==> src/rtl/updown_seq_monitor.sv <==
// ============================================================================
//  Module   : updown_seq_monitor
//  Purpose  : Step checker for a 2-bit up/down counter. It counts step errors,
//             raises a sticky fault, and flags wrap and direction events.
//             Optional macro UDMON_WRAP_CNT_EN adds the wrap_cnt port/register.
//  Revision : 1.0 - initial release
// ============================================================================
`default_nettype none

module updown_seq_monitor #(
  parameter int ERR_W       = 8,
  parameter int FAULT_LIMIT = 3
`ifdef UDMON_WRAP_CNT_EN
  ,
  parameter int WRAP_W      = 16
`endif
) (
  input  logic             clk,
  input  logic             reset,
  input  logic             m,
  input  logic [1:0]       q,
  input  logic             clr,
  output logic             dir,
  output logic             err_pulse,
  output logic [ERR_W-1:0] err_cnt,
  output logic             fault,
  output logic             wrap_up,
  output logic             wrap_dn,
  output logic             dir_chg
`ifdef UDMON_WRAP_CNT_EN
  ,
  output logic [WRAP_W-1:0] wrap_cnt
`endif
);

  typedef enum logic [1:0] {
    ST_SYNC  = 2'd0,
    ST_TRACK = 2'd1,
    ST_FAULT = 2'd2
  } state_t;

  localparam logic [ERR_W-1:0] ERR_MAX = {ERR_W{1'b1}};
  localparam logic [7:0]       LIMIT   = 8'(FAULT_LIMIT);

  state_t           state_q, state_d;
  logic [1:0]       q_prev_q, q_prev_d;
  logic             m_prev_q, m_prev_d;
  logic             dir_q, dir_d;
  logic             err_pulse_q, err_pulse_d;
  logic [ERR_W-1:0] err_cnt_q, err_cnt_d;
  logic [7:0]       consec_q, consec_d;
  logic             fault_q, fault_d;
  logic             wrap_up_q, wrap_up_d;
  logic             wrap_dn_q, wrap_dn_d;
  logic             dir_chg_q, dir_chg_d;
  logic [1:0]       step_exp;

  assign step_exp = m_prev_q ? (q_prev_q - 2'd1) : (q_prev_q + 2'd1);

  always_comb begin
    state_d     = state_q;
    q_prev_d    = q;
    m_prev_d    = m;
    dir_d       = m;
    err_pulse_d = 1'b0;
    err_cnt_d   = err_cnt_q;
    consec_d    = consec_q;
    fault_d     = fault_q;
    wrap_up_d   = 1'b0;
    wrap_dn_d   = 1'b0;
    dir_chg_d   = 1'b0;

    if (clr) begin
      // Clear takes precedence over any mismatch seen on this same edge.
      err_cnt_d = '0;
      consec_d  = '0;
      fault_d   = 1'b0;
      state_d   = ST_SYNC;
    end else begin
      case (state_q)
        ST_SYNC: state_d = ST_TRACK;
        ST_TRACK, ST_FAULT: begin
          dir_chg_d = (m != m_prev_q);
          if (q != step_exp) begin
            err_pulse_d = 1'b1;
            if (err_cnt_q != ERR_MAX) err_cnt_d = err_cnt_q + 1'b1;
            if (consec_q != 8'hFF) consec_d = consec_q + 8'd1;
            if (consec_d >= LIMIT) begin
              fault_d = 1'b1;
              state_d = ST_FAULT;
            end
          end else begin
            consec_d  = '0;
            wrap_up_d = !m_prev_q && (q_prev_q == 2'd3) && (q == 2'd0);
            wrap_dn_d =  m_prev_q && (q_prev_q == 2'd0) && (q == 2'd3);
          end
        end
        default: state_d = ST_SYNC;
      endcase
    end
  end

  always_ff @(posedge clk) begin
    if (reset) begin
      state_q     <= ST_SYNC;
      q_prev_q    <= 2'd0;
      m_prev_q    <= 1'b0;
      dir_q       <= 1'b0;
      err_pulse_q <= 1'b0;
      err_cnt_q   <= '0;
      consec_q    <= '0;
      fault_q     <= 1'b0;
      wrap_up_q   <= 1'b0;
      wrap_dn_q   <= 1'b0;
      dir_chg_q   <= 1'b0;
    end else begin
      state_q     <= state_d;
      q_prev_q    <= q_prev_d;
      m_prev_q    <= m_prev_d;
      dir_q       <= dir_d;
      err_pulse_q <= err_pulse_d;
      err_cnt_q   <= err_cnt_d;
      consec_q    <= consec_d;
      fault_q     <= fault_d;
      wrap_up_q   <= wrap_up_d;
      wrap_dn_q   <= wrap_dn_d;
      dir_chg_q   <= dir_chg_d;
    end
  end

  assign dir       = dir_q;
  assign err_pulse = err_pulse_q;
  assign err_cnt   = err_cnt_q;
  assign fault     = fault_q;
  assign wrap_up   = wrap_up_q;
  assign wrap_dn   = wrap_dn_q;
  assign dir_chg   = dir_chg_q;

`ifdef UDMON_WRAP_CNT_EN
  // Wrap total survives clr; only reset zeroes it.
  logic [WRAP_W-1:0] wrap_cnt_q, wrap_cnt_d;

  always_comb begin
    wrap_cnt_d = wrap_cnt_q;
    if (wrap_up_d || wrap_dn_d) wrap_cnt_d = wrap_cnt_q + 1'b1;
  end

  always_ff @(posedge clk) begin
    if (reset) wrap_cnt_q <= '0;
    else       wrap_cnt_q <= wrap_cnt_d;
  end

  assign wrap_cnt = wrap_cnt_q;
`endif

endmodule

`default_nettype wire

==> config.mk <==
export PLATFORM = sky130hd
export DESIGN_NAME = updown_seq_monitor
export DESIGN_NICKNAME = d
export VERILOG_FILES = /design/src/rtl/updown_seq_monitor.sv
export SDC_FILE = /design/constraint.sdc
export NUM_CORES = 1
export LEC_CHECK = 0
export CORE_MARGIN = 2
export CORE_UTILIZATION = 30
export CTS_CLUSTER_SIZE = 12
export DETAILED_ROUTE_END_ITERATION = 10
export SYNTH_ARGS = -nofsm -noshare
export SYNTH_HDL_FRONTEND = slang
export SYNTH_SLANG_ARGS = --single-unit
==> constraint.sdc <==
create_clock -name clk -period 2.4 [get_ports clk]
set_clock_uncertainty 0.2 [all_clocks]
set_input_delay 0.48 -clock clk [delete_from_list [all_inputs] [get_ports clk]]
set_output_delay 0.48 -clock clk [all_outputs]
set_load 0.1 [all_outputs]
; ---- Word-level counts from Yosys, hierarchy flattened
; Cells that the tools add are included.
[word_totals]
ff_bits = 26
inputBits = 6
[op_classes]
add_sub_neg = 4
n_reduce_logical = 15
n_mux = 10
order_cmp = 1
n_eq_ne = 10
n_bitwise = 1
[ops]
columns = operator, n
row1 = $mux 8, 5
row2 = $add 8x1->8 const B, 2
row3 = $ne 8x8->1 const B, 2
row4 = $ge 8x2->1 const B, 1
row5 = $eq 2x2->1 const B, 3
row6 = $logic_not 2->1, 3
row7 = $mux 2, 3
row8 = $reduce_and 3->1, 2
row9 = $logic_and 1x1->1, 4
row10 = $ne 2x2->1 const B, 2
row11 = $pmux 2 s2, 1
row12 = $reduce_or 2->1, 2
row13 = $reduce_or 4->1, 1
row14 = $reduce_or 3->1, 1
row15 = $add 2x1->2 const B, 1
row16 = $eq 2x1->1 const B, 1
row17 = $ne 2x2->1, 1
row18 = $reduce_and 2->1, 1
row19 = $sub 2x1->2 const B, 1
row20 = $logic_not 1->1, 1
row21 = $mux 1, 1
row22 = $ne 1x1->1, 1
row23 = $not 1->1, 1

; ---- Logic depth before layout (Yosys ltp)
[depth]
depth_word = 10
depth_mapped = 8
mapped_depth_nobuf = 7

; ---- Worst setup path before layout
; OpenSTA, ideal clock, no wires.
[synth_timing]
path_kind = reg2reg
from = reg, netlist name dir
to = reg consec_q[7]
synth_period_minus_slack_ns = 2.662
setup_time_ns = 0.070
n_path_buf = 1
setup_slack_ns = -0.262
t_arrival_ns = 2.392
path_stages_with_launch = 7
cell_sequence = dfxtp_1 > xnor3_1 > mux2i_2 > or2_1 > buf_6 > a31o_1 > a21oi_1
[synth_rtl]
columns = item, line_no
row1 = "end signal, assigned", 123  ; consec_q <= consec_d;
row2 = "end, declared", 51  ; logic [7:0] consec_q, consec_d;

; ---- Worst setup path in the final report
[layout_timing]
from = in q[1]
to = reg err_cnt_q[6] (netlist: err_cnt[6])
[layout_between]
elab_chain_cells = 2
[layout_rtl]
columns = item, line_no
row1 = "start, declared", 21  ; input logic [1:0] q,
row2 = $ne 2x2->1, 84  ; if (q != step_exp) begin
row3 = $reduce_and 3->1 (no line), n/a
row4 = "end signal, assigned", 122  ; err_cnt_q <= err_cnt_d;
row5 = "end, declared", 50  ; logic [ERR_W-1:0] err_cnt_q, err_cnt_d;
; Every way passes these cells.
; A chain may end at the register's enable or synchronous reset.

==> out/qor.yml <==
root_buffer: "clkbuf_8"
drc: 0
rsz0062_at_grt: "false"
die_h_um: 69.4
overflow: 0
finalCritPeriodShare_pct: 92.0
ys_types: 40
fmax_mhz: 453
finalSetupViolCount: 0
crit_type: "in2reg"
vias_per_cell: 5.10
rr_startpoint: "consec_q[1]$_SDFFE_PP0N_"
holdCritStartpoint: "fault$_SDFFE_PP0P_"
grt_pass1_wl_um: 4810
post_drt_wl_per_cell_um: 12.4
slew_viol_final: 0
io_buffers: 19
drive_above_1_share_pct: 19.3
coreArea_um2: 4060
maxSlewHeadroom_pct: 63.7
outcome: "finished, final reports clean"
r2r_slack_ps: 220
die_w_um: 69.4
num_rows: 23
fin_nets: 186
grt_max_degree: 16
post-route-util_pct: 39.5
clockBufferDepth: 2
start_util_pct: 31.6
timing.final.ws_setup_ps: 191
min_to: "fault$_SDFFE_PP0P_"
hold_viol_final: 0
max_slew.worst_pin.slew_ps: 539
ir_drop_mv: 0.237
gp_congestion: 0.834
netlist_area_um2: 1280
syn_nets: 158
critPathCaptureType: "flop"
h-tree-depth: 1
ant_nets: 0
cp.arrival_ps: 2180
vias: 1153
cts_buffers: 3
clkTransAtPathRegs_ps: 100
num_io_pins: 20
crit_path_max_fanout: 10
hold_depth: 2
cts_tree: "yes"
critPathRequiredTime_ps: 2370
layout_min_cycle_time_ps: 2210
synthCells: 149
synth-seq-cells: 26
place_hpwl_um: 2050
critPathLaunchType: "primary input"
max_cap_violations: 0
clock_sinks: 26
worst_r2r_path_depth: 6
area_delta_synth_final_pct: 25.1
leakagePower_nw: 0.626
clk_latency_ps: 270
antenna_found_initial: 0
reg2reg_to: "state_q[0]$_SDFFE_PP0P_"
synth_seq_area_share_pct: 40.6
drtIter0Drc: 57
hold_slack_ps: 267
gr-usage-all-layers_pct: 12.1
avgSynthCellArea_um2: 8.61
postCtsHoldBufs: 0
ys.warnings.count: 0
n_antenna_cell: 0
grt_pass1_vias: 1061
drt_first_pass_iters: 4
die_area_um2: 4810
drt-total-wl_um: 2810
cts_setup_buffers: 0
cts.repair.resized: 0
post-place-ws_ps: -88.6
worstHoldPathType: "reg2reg"
powerDensity_nw_per_um2: 570
placed cells by master, fill, tap and decap left out, types with 2 or more instances in the layout:
master,n
dfxtp_1,24
buf_4,21
nor2_1,13
nand2_1,12
o21ai_0,9
inv_1,8
o21ai_1,8
xnor2_1,7
a21oi_1,7
nor3_1,6
nand3_1,5
clkdlybuf4s50_1,5
nand2b_1,4
and3_1,4
a22o_1,4
and2_1,3
nor2b_1,3
nor4_1,3
ha_1,3
clkbuf_8,3
nand4_1,2
dfxtp_2,2
layer usage:
metal / part of all wire, % / GRT usage [%] / wire [µm]
met5: 0 / 0 / 0
met4: 1.9 / 5.45 / 53
met3: 2.3 / 1.31 / 66
met2: 47 / 20.1 / 1320
met1: 49 / 15.6 / 1380
layout make-up:
type	instances	area, µm²
multi-input combinational	110	699
timing repair buffer	26	208
sequential	26	523
inverter	10	40.0
clock inverter	1	30.0
fill	410	2450
clock buffer	3	41.3
tap	50	62.6
synth_stat cells, drive strengths merged:
master | n | area share (%)
buf | 3 | 1.8
or4 | 1 | 0.59
a21oi | 7 | 2.7
and2 | 3 | 1.5
o21ai | 17 | 6.6
a41oi | 2 | 2.0
nand2 | 12 | 3.5
or3 | 1 | 0.49
a32o | 1 | 0.78
o31ai | 1 | 0.59
or2 | 2 | 0.98
xnor3 | 1 | 1.8
nand4 | 2 | 0.98
dfxtp | 26 | 41
nor2b | 3 | 1.5
and4 | 1 | 0.68
xnor2 | 7 | 4.8
nor3 | 6 | 2.3
mux2i | 2 | 1.9
nand3 | 5 | 2.0
nor4 | 3 | 1.5
nor4b | 1 | 0.68
nor2 | 13 | 3.8
a22o | 4 | 2.7
xor2 | 1 | 0.68
ha | 3 | 2.9
nand2b | 4 | 2.0
inv | 10 | 3.1
mux2 | 1 | 0.88
o41ai | 1 | 1.3
and3 | 4 | 2.0
a31o | 1 | 0.68
per-stage QoR:
stage	setup TNS (ps)	instances	power, W	area (µm²)
after global placement	-2.83	222	0.000556	1530
after detailed placement	-115	222	0.000559	1530
after floorplan	0	149	0.000527	1280
after CTS	0	226	0.000925	1600
final	0	226	0.000914	1600
after global routing	0	226	0.000954	1600
state kept, by name (all words and copies together) (netlist names):
| register | cells |
|---|---|
| consec_q | 8 |
| dir | 1 |
| dir_chg | 1 |
| err_cnt | 8 |
| err_pulse | 1 |
| fault | 1 |
| q_prev_q | 2 |
| state_q | 2 |
| wrap_dn | 1 |
| wrap_up | 1 |
how the worst max path moves through the flow:
stage | from | endpoint | slack (ps) | depth (start not counted)
2_1_floorplan | err_cnt[1]$_SDFFE_PP0P_ | err_cnt[0]$_SDFFE_PP0P_ | 3 | 6
3_3_place_gp | q[1] | err_cnt[6]$_SDFFE_PP0P_ | -3 | 7
3_5_place_dp | q[1] | err_cnt[6]$_SDFFE_PP0P_ | -90 | 7
4_1_cts | q[1] | err_cnt[6]$_SDFFE_PP0P_ | 210 | 7
5_1_grt | consec_q[1]$_SDFFE_PP0N_ | state_q[0]$_SDFFE_PP0P_ | 60 | 6
6_report | q[1] | err_cnt[6]$_SDFFE_PP0P_ | 190 | 7
worst max-delay path, stage by stage:
cell             delay (ps)
clkdlybuf4s50_1         490
xnor3_1                 250
mux2i_2                 170
buf_4                   170
nor4_1                  400
xnor2_1                 170
nor2_1                   50
kinds of logic after synthesis:
| family | Yosys count | share of synthesized area (%) |
|---|---|---|
| AND/OR/NAND/NOR | 61 | 24.3 |
| AO/OA/AOI/OAI | 34 | 17.4 |
| flip-flops | 26 | 40.6 |
| buffers and inverters | 13 | 4.88 |
| XOR/XNOR | 9 | 7.22 |
| multiplexers | 3 | 2.73 |
| adder cells (fa/ha/maj) | 3 | 2.93 |
power breakdown:
part	switching [W]	internal [W]
logic	0.0000624	0.0000444
clock network	0.000142	0.000223
registers	0.00000451	0.000438
total	0.000209	0.000706
(Power assumes the default switching activity.)
==> RTL edit (config.mk and constraints unchanged) <==
Encoding of `state_t`: now one-hot (3 bits for 3 states).
--- a/src/rtl/updown_seq_monitor.sv
+++ b/src/rtl/updown_seq_monitor.sv
@@ -34,8 +34,8 @@
 );
 
-  typedef enum logic [1:0] {
-    ST_SYNC  = 2'd0,
-    ST_TRACK = 2'd1,
-    ST_FAULT = 2'd2
+  typedef enum logic [2:0] {
+    ST_SYNC  = 3'b001,
+    ST_TRACK = 3'b010,
+    ST_FAULT = 3'b100
   } state_t;
 
Behaviour: same outputs for any inputs over 10 cycles, from zero or initial values and one cycle with reset high; not proved beyond that.
==> RTL edit against the original RTL <==
Final cell count increased by 4.9%; wire length rose by 9.0%; core utilization decreased by 1.2 points; combinational power is 13% lower; total power down 11%; area after synthesis rose by 7.9%; design area up 4.8%; worst setup slack improved by 40 ps; die area is 7.4% higher; non-clock buffer count rose by 1; sequential cell count grew 1; fmax rose by 1.8%.
==> RTL edit: results (changes against the original RTL) <==
run_status:
  status: "finished clean"
synth:
  ys_warn_count: 0  # unchanged
  synth_ff_type: "dfxtp_1"
  ys_types: 44  # +10%
  synth_top_cells_by_count: "dfxtp_1 (27), nor2_1 (18), a21oi_1 (10), nand3_1 (10), nand2_1 (9)"
  yosysSeqAreaShare: 0.391  # -0.0153
  async_flop_share: 0  # unchanged
  synth_area_leaders: "dfxtp_1 (39%), nor2_1 (4.9%), xnor2_1 (3.8%)"
  syn_nets: 169  # +7.0%
routing:
  drt-initial-drc-count: 96  # +68%
  routed_wl_um: 3070  # +9.0%
  drt_first_pass_iters: 4  # unchanged
  drtAntennaViolNets: 0  # unchanged
  vias_per_cell: 5.12  # +0.32%
layout:
  post_route_cells_drive_above_1_share: 0.216  # +0.0230
  nets: 194  # +4.3%
  fill_cells: 463  # +13%
  num_antenna_cells: 0  # unchanged
place:
  gp_congestion: 0.870  # +4.4%
  port_buffers: 19  # unchanged
  dp_hpwl_um: 2230  # +8.9%
clocking:
  clockRootBuffer: "clkbuf_8"
  cts_made_buffers: 3  # unchanged
  cts.repair.resized: 0  # unchanged
  htreeDepth: 1  # unchanged
  clock_latency_ps: 270  # about the same
  cts_setup_buffers: 0  # unchanged
  clockBufferDepth: 2  # unchanged
worst_setup_path:
  cp_max_fo: 7  # -3
  cp_slowest_cell: "clkdlybuf4s50_1"
  rr_worst_depth: 6  # unchanged
  reg2reg_slack_ps: 380  # +160 ps
  r2r-end: "err_cnt[5]"
  cpLargestDelayFamily: "buffers and inverters"
  r2r_start: "dir"
  max_stage_delay_ps: 490  # about the same
pwr:
  leakage_nw: 0.629  # +0.60%
  vdd_drop_max_mv: 0.235  # -0.72%
  p_int_uw: 613  # -13%
global_route:
  grt_pass1_vias: 1047  # -1.3%
  use_met2: 0.179  # -0.0218
  grtUsageMet1: 0.183  # +0.0265
  antenna_found_initial: 0  # unchanged
  grt.met3_usage: 0.0306  # +0.0175
  grt.total_usage: 0.123  # +0.00275
  grt_pass1_wl_um: 5060  # +5.3%
min_path:
  holdPathEnd: "err_cnt[6]"
  holdPathStages: 2  # unchanged
  holdCritPathClass: "flop to flop"
  worstHoldStart: "err_cnt[6]"
timing:
  worst_pin_slew_ps: 594  # +54.2 ps
  slew_violations: 0  # unchanged
RTL edit: area by class of cell:
| cell class | count | area share |
|---|---|---|
| clock inverters | 1 | 0.00298 |
| well taps | 52 | 0.0387 |
| multi-input cells | 123 | 0.470 |
| inverters | 4 | 0.00893 |
| repair buffers | 27 | 0.128 |
| flip-flops and latches | 27 | 0.327 |
| clock buffers | 3 | 0.0246 |
RTL edit: cells by family (layout without fill, tap and decap cells):
group / count (synthesis) / after routing / synth area share
xor gates and xnor gates: 8 / 8 / 0.0615
DFF: 27 / 27 / 0.391
buffers and inverters: 11 / 35 / 0.0380
AOI/OAI and AO/OA: 37 / 37 / 0.178
and+or+nand+nor: 72 / 72 / 0.284
adders and majority gates: 2 / 2 / 0.0181
muxes: 4 / 4 / 0.0298
RTL edit: worst max-delay path by stage:
stage,start,to,slack (ps),cells after the start
finish,q[1],err_cnt[5],230,7
global route,q[1],err_cnt[5],110,7
CTS,q[1],err_cnt[5],230,7
detailed placement,q[1],err_cnt[5],-50,7
global placement,q[1],err_cnt[5],-10,7
floorplan,dir,err_cnt[2],100,6
RTL edit: power by group through the flow:
stage	logic, mW	clock network (mW)	registers [mW]
after floorplan	0.0532	0	0.477
final	0.0931	0.258	0.459
after detailed placement	0.0931	0	0.469
after global routing	0.102	0.285	0.459
after global placement	0.0928	0	0.469
after CTS	0.0936	0.271	0.459
RTL edit: metrics by stage:
step	hold WS, ps	cell area (um^2)	worst slack [ps]	instances
2_1_floorplan	257	1390	95.7	161
3_3_place_gp	271	1640	-13.8	233
3_5_place_dp	272	1640	-45.2	233
4_1_cts	286	1680	235	237
5_1_grt	315	1680	111	237
6_report	281	1680	231	237
RTL edit: metal layers:
layer,part of all wire,vias up
met5,0,-
met3,0.042,2
met2,0.42,26
met4,0.011,0
met1,0.52,549
li1,-,636
